<file path="src/rtl/const_div_pkg.sv">
// rtl/const_div_pkg.sv - shared constants, clog2 and state enum for the divide-by-23 family
package const_div_pkg;

  function automatic int clog2(input int v);
    int r;
    r = 0;
    for (int i = 0; i < 31; i++) begin
      if ((1 << r) < v) r = r + 1;
    end
    return r;
  endfunction

  localparam int WIDTH   = 64;
  localparam int DIVISOR = 23;
  localparam int DIGIT   = 4;
  localparam int RW      = clog2(DIVISOR);
  localparam int STEPS   = WIDTH / DIGIT;
  // One extra carry bit so an out-of-range remainder still propagates exactly.
  localparam int CW      = RW + 1;
  localparam int CNTW    = clog2(STEPS);

  typedef enum logic [1:0] {
    IDLE,
    RUN,
    DONE
  } state_e;

endpackage

</file>
<file path="src/rtl/mul23_digit_step.sv">
// rtl/mul23_digit_step.sv - one digit of d*DIVISOR + carry, built from constant shift-adds
module mul23_digit_step
  import const_div_pkg::*;
(
  input  logic [DIGIT-1:0] d,
  input  logic [CW-1:0]    c,
  output logic [DIGIT-1:0] lo,
  output logic [CW-1:0]    c_next
);

  localparam int PW = DIGIT + CW;
  localparam logic [RW-1:0] K = RW'(DIVISOR);

  logic [PW-1:0] p;

  always_comb begin
    p = PW'(c);
    for (int i = 0; i < RW; i++) begin
      if (K[i]) p = p + (PW'(d) << i);
    end
    lo     = p[DIGIT-1:0];
    c_next = p[PW-1:DIGIT];
  end

endmodule

</file>
<file path="src/rtl/const_mul23_recon.sv">
// rtl/const_mul23_recon.sv - digit-serial rebuild of x = 23*q + r with valid/ready on both sides
module const_mul23_recon
  import const_div_pkg::*;
(
  input  logic             clk,
  input  logic             rst_n,
  input  logic             in_valid,
  output logic             in_ready,
  input  logic [WIDTH-1:0] in_q,
  input  logic [RW-1:0]    in_r,
  output logic             out_valid,
  input  logic             out_ready,
  output logic [WIDTH-1:0] out_x,
  output logic             out_ovf,
  output logic             out_rem_err
);

  state_e           state_q, state_d;
  logic [WIDTH-1:0] q_sh_q, q_sh_d;
  logic [WIDTH-1:0] x_sh_q, x_sh_d;
  logic [CW-1:0]    carry_q, carry_d;
  logic [CNTW-1:0]  cnt_q, cnt_d;
  logic             rem_err_q, rem_err_d;

  logic [DIGIT-1:0] step_lo;
  logic [CW-1:0]    step_c;

  mul23_digit_step u_step (
    .d      (q_sh_q[DIGIT-1:0]),
    .c      (carry_q),
    .lo     (step_lo),
    .c_next (step_c)
  );

  always_comb begin
    state_d   = state_q;
    q_sh_d    = q_sh_q;
    x_sh_d    = x_sh_q;
    carry_d   = carry_q;
    cnt_d     = cnt_q;
    rem_err_d = rem_err_q;
    case (state_q)
      IDLE: begin
        if (in_valid) begin
          q_sh_d    = in_q;
          carry_d   = CW'(in_r);
          x_sh_d    = '0;
          cnt_d     = '0;
          rem_err_d = (in_r >= RW'(DIVISOR));
          state_d   = RUN;
        end
      end
      RUN: begin
        // Result digits enter at the top and shift down, so after STEPS they sit LSB-aligned.
        x_sh_d  = {step_lo, x_sh_q[WIDTH-1:DIGIT]};
        q_sh_d  = q_sh_q >> DIGIT;
        carry_d = step_c;
        cnt_d   = cnt_q + 1'b1;
        if (cnt_q == CNTW'(STEPS - 1)) state_d = DONE;
      end
      DONE: begin
        if (out_ready) begin
          state_d   = IDLE;
          rem_err_d = 1'b0;
        end
      end
      default: state_d = IDLE;
    endcase
  end

  always_ff @(posedge clk) begin
    if (!rst_n) begin
      state_q   <= IDLE;
      q_sh_q    <= '0;
      x_sh_q    <= '0;
      carry_q   <= '0;
      cnt_q     <= '0;
      rem_err_q <= 1'b0;
    end else begin
      state_q   <= state_d;
      q_sh_q    <= q_sh_d;
      x_sh_q    <= x_sh_d;
      carry_q   <= carry_d;
      cnt_q     <= cnt_d;
      rem_err_q <= rem_err_d;
    end
  end

  // Result flags are forced low outside DONE so partial state never leaks out.
  assign in_ready    = (state_q == IDLE);
  assign out_valid   = (state_q == DONE);
  assign out_x       = out_valid ? x_sh_q : '0;
  assign out_ovf     = out_valid && (carry_q != '0);
  assign out_rem_err = out_valid && rem_err_q;

endmodule

</file>
<file path="config.mk">
export PLATFORM = sky130hd
export DESIGN_NAME = const_mul23_recon
export DESIGN_NICKNAME = d
export VERILOG_FILES = /design/src/rtl/const_div_pkg.sv /design/src/rtl/mul23_digit_step.sv /design/src/rtl/const_mul23_recon.sv
export SDC_FILE = /design/constraint.sdc
export NUM_CORES = 1
export LEC_CHECK = 0
export CORE_MARGIN = 4
export CORE_UTILIZATION = 52
export DETAILED_ROUTE_END_ITERATION = 10
export PLACE_DENSITY = 0.81
export SLEW_MARGIN = 20
export SYNTH_ARGS = -nofsm -noshare
export SYNTH_HDL_FRONTEND = slang
export SYNTH_SLANG_ARGS = --single-unit
</file>
<file path="constraint.sdc">
create_clock -name clk -period 3.8 [get_ports clk]
set_input_delay 0.76 -clock clk [delete_from_list [all_inputs] [get_ports clk]]
set_output_delay 0.76 -clock clk [all_outputs]
set_load 0.01 [all_outputs]
</file>
Word-level counts from Yosys, hierarchy flattened
Index checks and enable logic that the tools add are counted.
Widths: inputs -> output; s select.
Cells by class
  add/subtract/negate cells: 5
  $mul: 0
  divide/modulo/power cells: 0
  magnitude comparators: 1
  eq/ne operators: 6
  shifts and indexed selects: 0
  mux-type cells: 16
  bitwise gates (word level): 0
  reductions and logical operators: 9
Operators with widths (count)
  $pmux 64 s2: 2
  $mux 64: 3
  $pmux 6 s2: 1
  $add 10x5->10: 1
  $add 10x6->10: 1
  $add 10x8->10: 1
  $pmux 4 s2: 1
  $add 6x4->7: 1
  $mux 2: 3
  $mux 6: 1
  $pmux 2 s3: 1
  $reduce_and 3->1: 2
  $reduce_bool 6->1: 1
  $ge 5x5->1 const B: 1
  $add 4x1->4 const B: 1
  $eq 4x4->1 const B: 1
  $mux 4: 1
  $ne 2x2->1 const B: 2
  $reduce_bool 2->1: 2
  $eq 2x1->1 const B: 1
  $eq 2x2->1 const B: 1
  $logic_and 1x1->1: 2
  $logic_not 2->1: 1
  $mux 1: 2
  3 further kinds: 3
Storage, ports and cells
  bits in registers: 141
  latch bits: 0
  bits in writable memories: 0
  bits in read-only memories: 0
  output and inout port bits: 68
  logic and storage cells: 43
  memories kept: 0

Longest topological paths before layout
Gate-level depths: netlist of run 1.
  depth in word-level cells: 5
  mapped depth: 14
  depth with buffers taken out: 14

By module
Synthesis of run 1 repeated with hierarchy kept, for this count alone.
Unflattened totals
  cells, all modules: 763
  area total of the unflattened synthesis: 6834.1 um2
Modules (own cells, without submodules)
  const_mul23_recon: times used 1, cells each 713, area each 6329.8 um2
  mul23_digit_step: times used 1, cells each 50, area each 504.2 um2

Least setup slack after synthesis of run 1
Ideal clock, no wire load.
  path kind: register to register
  start point: register q_sh_q[0]
  end point: register carry_q[5]
  library setup time: 0.116 ns
  arrival time: 3.407 ns
  slack: 0.278 ns
  cell stages (with the launch flop): 15
  path buffers: 0
  cells stage by stage: dfxtp_1 -> ha_1 -> inv_1 -> fa_1 -> nor2b_1 -> o21ai_0 -> nand2b_1 -> xnor2_1 -> fa_1 -> fa_1 -> fa_1 -> a21o_1 -> a21oi_1 -> o21ai_0 -> and3_1
Between the ends
  longest elaborated chain between the ends: 5
Ends and longest elaborated chain
  from (decl): line const_mul23_recon.sv:19  | logic [WIDTH-1:0] q_sh_q, q_sh_d;
  from (signal assigned): line const_mul23_recon.sv:81  | q_sh_q <= q_sh_d;
  $add 6x4->7: line mul23_digit_step.sv:19  | if (K[i]) p = p + (PW'(d) << i);
  $add 10x5->10: line mul23_digit_step.sv:19
  $add 10x6->10: line mul23_digit_step.sv:19
  $add 10x8->10 *: line mul23_digit_step.sv:19
  $pmux 6 s2 *: line const_mul23_recon.sv:42  | case (state_q)
  to (signal assigned): line const_mul23_recon.sv:83  | carry_q <= carry_d;
  to (decl): line const_mul23_recon.sv:21  | logic [CW-1:0] carry_q, carry_d;
Every way passes the cells marked *; elsewhere a longest branch is shown, timed or not.
A chain may end at the register's enable or synchronous reset.

Final worst setup path of run 1
  start point: register carry_q[0]
  end point: register carry_q[4]
Between the ends
  longest elaborated chain between the ends: 5
Ends and longest elaborated chain (line)
  $add 6x4->7: mul23_digit_step.sv:19
  $add 10x5->10: mul23_digit_step.sv:19
  $add 10x6->10: mul23_digit_step.sv:19
  $add 10x8->10: mul23_digit_step.sv:19
  $pmux 6 s2: const_mul23_recon.sv:42
No other way between the ends.

==> summary.md, run 1 <==
| Metric | Value |
|---|---|
| Status | complete, no violations |
| Top cell type's share of synthesized area | 0.407 |
| Site row count | 41 |
| Hold path start | rem_err_q |
| Hold Path Class | register to register |
| Worst Setup End Kind | register |
| Max Cap Viol | 0 |
| CTS Root Cell | clkbuf_16 |
| Post-Synthesis Cells | 777 |
| Mux cell area share after synthesis | 0 |
| Grt total ovfl | 0 |
| Pre-CTS WS | 0.0447 ns |
| Final Cycle Share | 0.954 |
| Distinct cell type count after synthesis | 44 |
| Drt first pass iters | 6 |
| Synth Register Bits | 141 |
| Setup Viol. Count Final | 0 |
| First-pass GRT wire length | 28.4 mm |
| Worst VDD drop | around 0.34 mV |
| Ranking of synthesized cells by area | dfxtp_1 (41%), o221a_2 (8.1%), a22oi_1 (7.6%) |
| Worst setup slack after layout | around 0.17 ns |
| Clock latency on the worst-skew pair | 0.42 ns |
| Area leader, netlist | dfxtp_1 |
| Worst clock skew | 0.00612 ns |
| Vias in the first global route | 5,860 |
| Initial Utilization | 0.540 |
| Xor/xnor share of the synthesized area | 0.00632 |
| GRT Util Overall | 0.235 |
| GPL Wtd Cong | about 0.85 |
| Startpoint Class | register |
| Total Power | 3960 uW |
| Compound-Gate Fraction of Synth Area | 0.254 |
| Clock Tree Buf Depth | 2 |
| TritonCTS Sinks | 141 |
| ANT nets after route | 0 |
| Routed via count | 6,027 |
| Critical R2R Launch | carry_q[0] |
| CTS tree | yes |
| Pwr Density | 444 nW/um2 |
| Die Ht | approximately 120 um |
| Worst-Margin Slew | 0.900 ns |
| Syn_area_per_cell | slightly below 9 um2 |
| DRC errors left | 0 |
| Hold Violations, Final | 0 |
| Nets | 968 |
| Synth warn | 0 |
| CTS clk-pin slew, worst paths | approximately 0.060 ns |
| Critical path arrival | between 3 and 4 ns |
| Cell area after synthesis | just under 7000 um2 |
| Crit path launch | carry_q[0] |
| Crit Path Max Fanout | 3 |
| Min Clock Period, post-route | 3.63 ns |
| Dpl hpwl | 11.2 mm |
| Static leakage | 0.00349 uW |
| Postcts setup bufs | 0 |
| Critical path data required time | between 4 and 5 ns |
| Vias per inst | about 5.7 |
| Die ar. | 15,200 um2 |
| CP Class | register to register |
| Share of the yosys chip area belonging to registers | 0.407 |
| PortBufs | 140 |
| Ant. Diodes | 0 |
| Max Clk Rate | 276 MHz |
| Post-Synth Simple-Gate Area | 0.218 |
| RSZ-0062 raised after global routing | no |
| TritonCTS buffer count | 17 |
| Ports | 141 |
| Initial antenna violation count | 0 |
| Setup TNS | 0 ns |
| CTS H-tree lvls | 4 |
| Avg WL per Cell | 17.1 um |
| Main combinational cell family by area after synthesis | compound AO/OA/AOI/OAI gates |
| Core box area | 12,800 um2 |
| Synth-to-Final Area Change | 28.7% |
| Final Max Slew Viols | 0 |
| Max-slew headroom | 0.400 |
| Largest net degree at the start of global routing | 79 |
| DIE WIDTH | 123 um |
| Hold_buf cts | 0 |
| Synth Area in Adders | 0.0509 |
| Syn_nets | 874 |
| Layout cell share with drive strength beyond 1 | 0.124 |
| Drt total wl | 18.0 mm |
| First DRT Iteration DRCs | about 600 |
==> state kept, by name, indices dropped and copies added (netlist names) <==
register / cells
rem_err_q: 1
cnt_q: 4
q_sh_q: 64
state_q: 2
x_sh_q: 64
carry_q: 6
==> cells in the final DEF, fill, tap and decap left out, types with 4 or more instances in the layout <==
cell | Yosys | layout
a21oi_1 | 70 | 69
a22oi_1 | 70 | 70
and2_1 | 66 | 66
buf_4 | 14 | 10
bufinv_16 | 0 | 4
clkbuf_16 | 0 | 17
clkdlybuf4s50_1 | 0 | 138
clkinv_2 | 0 | 5
dfxtp_1 | 141 | 139
fa_1 | 7 | 5
ha_1 | 17 | 16
inv_1 | 10 | 9
nor2_1 | 134 | 133
nor2b_1 | 70 | 68
o21ai_0 | 6 | 5
o221a_1 | 12 | 12
o221a_2 | 50 | 50
==> cells by family (layout without fill, tap and decap cells) <==
family	after synthesis	after routing
AOI/OAI and AO/OA	227	227
DFF	141	141
and+or+nand+nor	294	294
buffers and inverters	86	193
adders and majority gates	24	24
xor gates and xnor gates	5	5
==> per-stage QoR <==
stage	util	instance area, um2	hold slack (ns)	cells
after floorplan	-	6930	0.465	777
after global placement	0.645	8270	0.485	1024
after detailed placement	0.645	8270	0.501	1024
after CTS	0.694	8910	0.512	1056
after global routing	0.696	8920	0.542	1056
final	0.696	8920	0.513	1056
==> metal layers <==
layer | global-route usage | vias up | share of wire
met5 | 0 | - | 0
met4 | 0.0754 | 0 | 0.013
met3 | 0.0590 | 17 | 0.053
met2 | 0.375 | 144 | 0.48
met1 | 0.313 | 2924 | 0.46
li1 | - | 2942 | -
==> timing repair <==
| item | in CTS | in global routing |
|---|---|---|
| endpoints found under the setup margin | 2 | 5 |
| pin swaps | 0 | 1 |
| gates resized for setup | 1 | 6 |
==> area by class of cell <==
| type | instances | area [um2] |
|---|---|---|
| Timing Repair Buffer | 151 | 1490 |
| Inverter | 10 | 38.8 |
| Clock inverter | 11 | 164 |
| Tap cell | 172 | 215 |
| Sequential cell | 141 | 2830 |
| Fill cell | 1016 | 3900 |
| Clock buffer | 21 | 470 |
| Multi-Input combinational cell | 550 | 3720 |
==> worst max-delay path, cell delays in order (launching register included) <==
cell and delay, ns:
dfxtp_1 0.36, ha_2 0.20, inv_1 0.05, fa_2 0.35, nor2b_2 0.13, o21ai_1 0.09, nand2b_1 0.14, xnor2_1 0.15
fa_1 0.45, fa_2 0.58, ha_1 0.27, a211oi_2 0.25, nor2_1 0.11, o2111a_1 0.23, nor3_1 0.18
==> power breakdown <==
group	total, uW	leakage [uW]	switching (uW)	internal [uW]
sequential	1610	0.00116	50.7	1560
clock	1780	0.000309	631	1150
combinational	580	0.00202	297	283
total	3960	0.00349	978	2990
==> worst paths after layout <==
| kind | end | slack [ns] | cells past startpoint |
|---|---|---|---|
| max reg2reg | carry_q[4] | 0.17 | 14 |
| min reg2reg | rem_err_q | 0.51 | 2 |
| max | carry_q[4] | 0.17 | 14 |
| min | rem_err_q | 0.51 | 2 |
==> Yosys cell counts, drive strengths merged <==
cell type  number
nand4           3
o221ai          2
o31a            2
nand2           2
nor3            2
a21oi          70
nor2          135
xnor2           3
o22a            1
fa              7
and2           66
or4             2
nand2b          4
a21boi          1
ha             17
o2111a          1
clkbuf         24
a21o            3
o211ai          1
a211oi          3
inv            10
o221a          62
nor2b          71
o21ai           6
nand3           2
a22oi          70
dfxtp         141
a22o            1
o21bai          1
and3b           2
buf            52
nand3b          2
and3            3
o21a            2
xor2            2
a31o            1
No activity file was read; power rests on OpenSTA's default activity.
==> run 2: changes to the inputs <==
--- a/config.mk
+++ b/config.mk
@@ -5,11 +5,11 @@
 export SDC_FILE = /design/constraint.sdc
 export NUM_CORES = 1
 export LEC_CHECK = 0
+export CAP_MARGIN = 20
 export CORE_MARGIN = 4
 export CORE_UTILIZATION = 52
 export DETAILED_ROUTE_END_ITERATION = 10
 export PLACE_DENSITY = 0.81
-export SLEW_MARGIN = 20
 export SYNTH_ARGS = -nofsm -noshare
 export SYNTH_HDL_FRONTEND = slang
 export SYNTH_SLANG_ARGS = --single-unit
==> run 2 against run 1 <==
Effect of this change: power is 0.13% higher; global-route usage stayed put; maximum frequency barely moved; clock skew is essentially flat; worst setup slack worse by 0.0017 ns; largest cell class unchanged; wire length is essentially flat; critical endpoint unchanged; non-clock buffer count rose by 1; flip-flop and latch count did not move; critical path depth did not move; clock power about the same; design area up 0.29%; cell count is essentially flat.
==> summary.md, run 2 (synthesis results as in run 1) <==
| Metric | Value |
|---|---|
| CTS tree | yes |
| Ports | 141 |
| DRC errors left | 0 |
| Fin cells | 1,057 |
| Initial Utilization | 0.540 |
| Startpoint Class | register |
| Final Cycle Share | 0.954 |
| Max Clk Rate | 276 MHz |
| Setup TNS | 0 ns |
| Net Sw Power | 980 uW |
| Postcts setup bufs | 0 |
| Pre-CTS WS | 0.0447 ns |
| Final Max Slew Viols | 0 |
| Core box area | 12,800 um2 |
| Hold Path Class | register to register |
| Avg WL per Cell | 17.1 um |
| Worst setup slack after layout | 0.173 ns |
| Vias in the first global route | 5,860 |
| Setup Viol. Count Final | 0 |
| Static leakage | between 0.003 and 0.004 uW |
| Post-route cell area | 8950 um2 |
| Slowest-stage cell, CP | fa_2 |
| Commonest non-fill, non-tap cell in the layout | dfxtp_1 |
| Critical path arrival | slightly below 4 ns |
| DIE WIDTH | around 120 um |
| TritonCTS Sinks | 141 |
| Top Family by Delay on Critical Path | adder cells |
| Dpl hpwl | 11.2 mm |
| CP Class | register to register |
| Nets | 969 |
| Sequential fraction of design power | 0.405 |
| TritonCTS buffer count | 17 |
| CTS H-tree lvls | 4 |
| Hold_buf cts | 0 |
| Top Registers | q_sh_q x64, x_sh_q x64, carry_q x6 |
| GPL Wtd Cong | 0.851 |
| Die ar. | roughly 15,000 um2 |
| Critical Path, Cell by Cell | ha_2, inv_1, fa_2, nor2b_2, o21ai_1, nand2b_1, xnor2_1, fa_1, fa_2, ha_1, a211oi_2, nor2_1, o2111a_1, nor3_1 |
| Max-slew headroom | 0.474 |
| Min Clock Period, post-route | between 3 and 4 ns |
| Clock Tree Buf Depth | 2 |
| Drt total wl | 18.0 mm |
| Grt total ovfl | 0 |
| Layout cell share with drive strength beyond 1 | 0.125 |
| Worst clock skew | roughly 0.0062 ns |
| Hold Violations, Final | 0 |
| Clock latency on the worst-skew pair | 0.42 ns |
| GRT Util Overall | 0.235 |
| Most frequent cells in the layout | dfxtp_1 (139), clkdlybuf4s50_1 (138), nor2_1 (133) |
| Switch share | 0.247 |
| Worst-Margin Slew | 0.789 ns |
| Cell mode on critical path | fa_2 |
| Site row count | 41 |
| CP max stage delay | around 0.58 ns |
| Clk network pwr share | 0.448 |
| Worst Setup End Kind | register |
| Synth-to-Final Area Change | 29.1% |
| Routed via count | 6,073 |
| Crit Path Max Fanout | 3 |
| First-pass GRT wire length | 28.4 mm |
| PortBufs | between 100 and 150 |
| Combinational share of power | 0.147 |
| Worst path bufs/invs | 1 |
| First DRT Iteration DRCs | 645 |
| Initial antenna violation count | 0 |
| Pwr Density | 444 nW/um2 |
| Drt first pass iters | 5 |
| Max Cap Viol | 0 |
| Ant. Diodes | 0 |
| Die Ht | 123 um |
| ANT nets after route | 0 |
| Status | complete, no violations |
| Critical path data required time | 4.14 ns |
| Placed instance area | around 8300 um2 |
| Placed Cells | 1,024 |
| Vias per inst | ~5.7 |
| RSZ-0062 raised after global routing | no |
| CTS clk-pin slew, worst paths | 0.06 ns |
| CTS Root Cell | clkbuf_16 |
| Internal power component | 2990 uW |
| Largest net degree at the start of global routing | around 80 |
| Worst VDD drop | 0.346 mV |
run 2: changes by cell type in the layout (fill, tap and decap cells not counted), sizes merged:
cell	previous run	this run
buf	13	14
clkinv	6	5
inv	9	10
run 2: area by class of cell:
type	instances	area, um2
Clock inverter	11	164
Timing Repair Buffer	152	1510
Inverter	10	37.5
Multi-Input combinational cell	550	3720
Fill cell	1009	3880
Sequential cell	141	2830
Tap cell	172	215
Clock buffer	21	470
run 2: timing repair:
action                     in CTS  in global routing
pin swaps                       0                  1
resized for setup               1                  6
setup endpoints to repair       2                  5
run 2: worst paths after layout:
path | startpoint | to | slack (ns) | cells after the start
worst max-delay path | carry_q[0] | carry_q[4] | 0.17 | 14
worst min-delay path | rem_err_q | rem_err_q | 0.51 | 2
worst max register to register | carry_q[0] | carry_q[4] | 0.17 | 14
worst min register to register | rem_err_q | rem_err_q | 0.51 | 2
run 2: worst min-delay path, stage by stage, from the launching register on:
cell and delay (ns):
dfxtp_1 0.31, nand3b_1 0.08, a21boi_0 0.07
run 2: routing by layer:
layer	vias to the layer above	wire length, um	global-route usage
met5	-	0	0
met4	0	249	0.0754
met3	18	1130	0.0590
met2	160	8590	0.375
met1	2956	8050	0.313
li1	2939	-	-
run 2: power groups by stage:
stage | Combinational (uW) | Clock [uW] | Sequential (uW)
2_1_floorplan | 402 | 0 | 1620
3_3_place_gp | 550 | 0 | 1630
3_5_place_dp | 562 | 0 | 1640
4_1_cts | 570 | 1800 | 1610
5_1_grt | 647 | 1870 | 1610
6_report | 584 | 1780 | 1610
run 2: stage by stage:
stage	total power [uW]	hold WS (ns)	util
floorplan	2030	0.465	-
global placement	2180	0.485	0.645
detailed placement	2200	0.501	0.645
CTS	3980	0.512	0.694
global route	4130	0.542	0.698
finish	3970	0.512	0.698
==> run 3: changes to the inputs <==
--- a/config.mk
+++ b/config.mk
@@ -9,6 +9,7 @@
 export CORE_MARGIN = 4
 export CORE_UTILIZATION = 52
 export DETAILED_ROUTE_END_ITERATION = 10
+export GPL_TIMING_DRIVEN = 0
 export PLACE_DENSITY = 0.81
 export SYNTH_ARGS = -nofsm -noshare
 export SYNTH_HDL_FRONTEND = slang
==> run 3 against run 2 <==
Effect of this change: global-route usage is 1.9 points higher; sequential power barely moved; cell count rose by 5.9%; count of clock-buffer cells in the layout unchanged; worst hold slack improved by 0.0055 ns; non-clock buffer count up 63; worst setup slack gained 0.059 ns; design area is 3.5% higher; sequential share of layout area shrank 1.0 points; flip-flop and latch count is the same; utilization up 2.4 points; critical path type unchanged; largest power group unchanged.
==> summary.md, run 3 (synthesis results as in run 1) <==
| Metric | Value |
|---|---|
| Status | complete, no violations |
| Pwr Density | 445 nW/um2 |
| Critical R2R Launch | carry_q[0] |
| Avg WL per Cell | 17.2 um |
| Grt total ovfl | 0 |
| Critical path data required time | 4.14 ns |
| GRT Util Overall | 0.254 |
| DRC errors left | 0 |
| GPL Wtd Cong | 0.906 |
| Drt total wl | 19.3 mm |
| Clock latency on the worst-skew pair | 0.42 ns |
| Post-route cell area | 9260 um2 |
| Min Clock Period, post-route | 3.57 ns |
| Vias in the first global route | 6,368 |
| Critical Path, Cell by Cell | ha_2, inv_1, fa_2, nor2b_1, o21ai_0, nand2b_1, xnor2_2, fa_1, fa_2, ha_4, a211oi_2, nor2_2, o2111a_1, nor3_2 |
| Crit path launch | carry_q[0] |
| R2R depth | 14 |
| Hold_buf cts | 0 |
| CP max stage delay | 0.61 ns |
| Pre-CTS WS | -0.0934 ns |
| Slowest-stage cell, CP | fa_2 |
| RR Endpoint | carry_q[4] |
| Critical path arrival | 3.91 ns |
| Worst clock skew | about 0.0083 ns |
| TritonCTS Sinks | 141 |
| Vias per inst | 5.69 |
| Worst hold slack | 0.518 ns |
| CP endpoint | carry_q[4] |
| Max-slew headroom | 0.650 |
| Die ar. | 15,200 um2 |
| Worst setup slack after layout | 0.232 ns |
| TritonCTS buffer count | 17 |
| Core box area | 12,800 um2 |
| Hold Violations, Final | 0 |
| Hold Path Class | register to register |
| Worst Setup End Kind | register |
| First DRT Iteration DRCs | 467 |
| Max Clk Rate | 280 MHz |
| Cell mode on critical path | fa_2 |
| Site row count | 41 |
| Synth-to-Final Area Change | 33.6% |
| DIE WIDTH | approximately 120 um |
| Initial Utilization | 0.540 |
| ANT nets after route | 0 |
| PortBufs | ~140 |
| Placed instance area | 8540 um2 |
| Commonest non-fill, non-tap cell in the layout | clkdlybuf4s50_1 |
| Max Cap Viol | 0 |
| Postcts setup bufs | 0 |
| Clock Tree Buf Depth | 2 |
| Static leakage | between 0.003 and 0.004 uW |
| Layout cell share with drive strength beyond 1 | 0.155 |
| Setup Viol. Count Final | 0 |
| Die Ht | 123 um |
| CP Class | register to register |
| Worst-Margin Slew | 0.525 ns |
| Dpl hpwl | 13.8 mm |
| Routed via count | 6,367 |
| Crit Path Max Fanout | 3 |
| Final Cycle Share | 0.939 |
| RSZ-0062 raised after global routing | no |
| Initial antenna violation count | 1 |
| First-pass GRT wire length | 30.8 mm |
| Nets | roughly 1.0k |
| Setup TNS | 0 ns |
| CTS Root Cell | clkbuf_16 |
| Top Registers | q_sh_q x64, x_sh_q x64, carry_q x6 |
| CTS H-tree lvls | 4 |
| Startpoint Class | register |
| CTS tree | yes |
| Worst VDD drop | 0.301 mV |
| Worst R2R Setup Slack | around 0.23 ns |
| CTS clk-pin slew, worst paths | 0.06 ns |
| Ports | ~140 |
| Final Max Slew Viols | 0 |
| Largest net degree at the start of global routing | 17 |
| Drt first pass iters | 5 |
| Ant. Diodes | 0 |
| Most frequent cells in the layout | clkdlybuf4s50_1 (139), dfxtp_1 (137), nor2_1 (133) |
[run 3: cell count changes in the layout (fill, tap and decap cells not counted), sizes merged]
cell           delta
buf              +38
bufinv            +2
clkbuf           +24
clkdlybuf4s50     +1
clkinv            -3
clkinvlp          -1
inv               +1
[run 3: critical path: cells and delay by family, from the launching register on]
kind	cells	cell delay (ns)
buffers and inverters	1	0.06
adder cells (fa/ha/maj)	5	1.90
AND/OR/NAND/NOR	4	0.48
flip-flops	1	0.38
AO/OA/AOI/OAI	3	0.57
XOR/XNOR	1	0.08
[run 3: area by class of cell]
class / instances / area, um2
Fill cell: 962 / 3560
Tap cell: 172 / 215
Buffer: 76 / 402
Clock inverter: 10 / 210
Timing Repair Buffer: 139 / 1390
Clock buffer: 21 / 460
Inverter: 10 / 37.5
Multi-Input combinational cell: 550 / 3720
Sequential cell: 141 / 2830
[run 3: what timing repair did]
action | CTS | global route
pin swaps | 1 | 6
gates cloned | 0 | 0
setup endpoints to repair | 4 | 5
resized for setup | 2 | 13
[run 3: worst min-delay path by stage]
stage / startpoint / end / slack (ns) / cells past startpoint
2_1_floorplan: rem_err_q / rem_err_q / 0.47 / 2
3_3_place_gp: x_sh_q[2] / x_sh_q[2] / 0.48 / 2
3_5_place_dp: rem_err_q / rem_err_q / 0.49 / 2
4_1_cts: x_sh_q[1] / x_sh_q[1] / 0.52 / 2
5_1_grt: q_sh_q[6] / q_sh_q[6] / 0.55 / 1
6_report: x_sh_q[59] / x_sh_q[55] / 0.52 / 2
[run 3: routing by layer]
layer | track usage | routed length, um | share of wire | vias up
li1 | - | - | - | 3072
met5 | 0 | 11 | 0.00057 | -
met4 | 0.0817 | 253 | 0.013 | 2
met3 | 0.0549 | 970 | 0.050 | 26
met2 | 0.427 | 9450 | 0.49 | 185
met1 | 0.324 | 8600 | 0.45 | 3082
[run 3: through the flow]
stage | power (uW) | util | cells
finish | 4120 | 0.722 | 1119
global route | 4280 | 0.722 | 1119
CTS | 4110 | 0.718 | 1119
detailed placement | 2230 | 0.666 | 1088
global placement | 2210 | 0.666 | 1088
floorplan | 2030 | - | 777
[run 3: power breakdown]
part           switching (uW)  leakage, uW  internal (uW)
sequential               57.5      0.00116           1560
clock                     624     0.000324           1260
combinational             310      0.00222            311
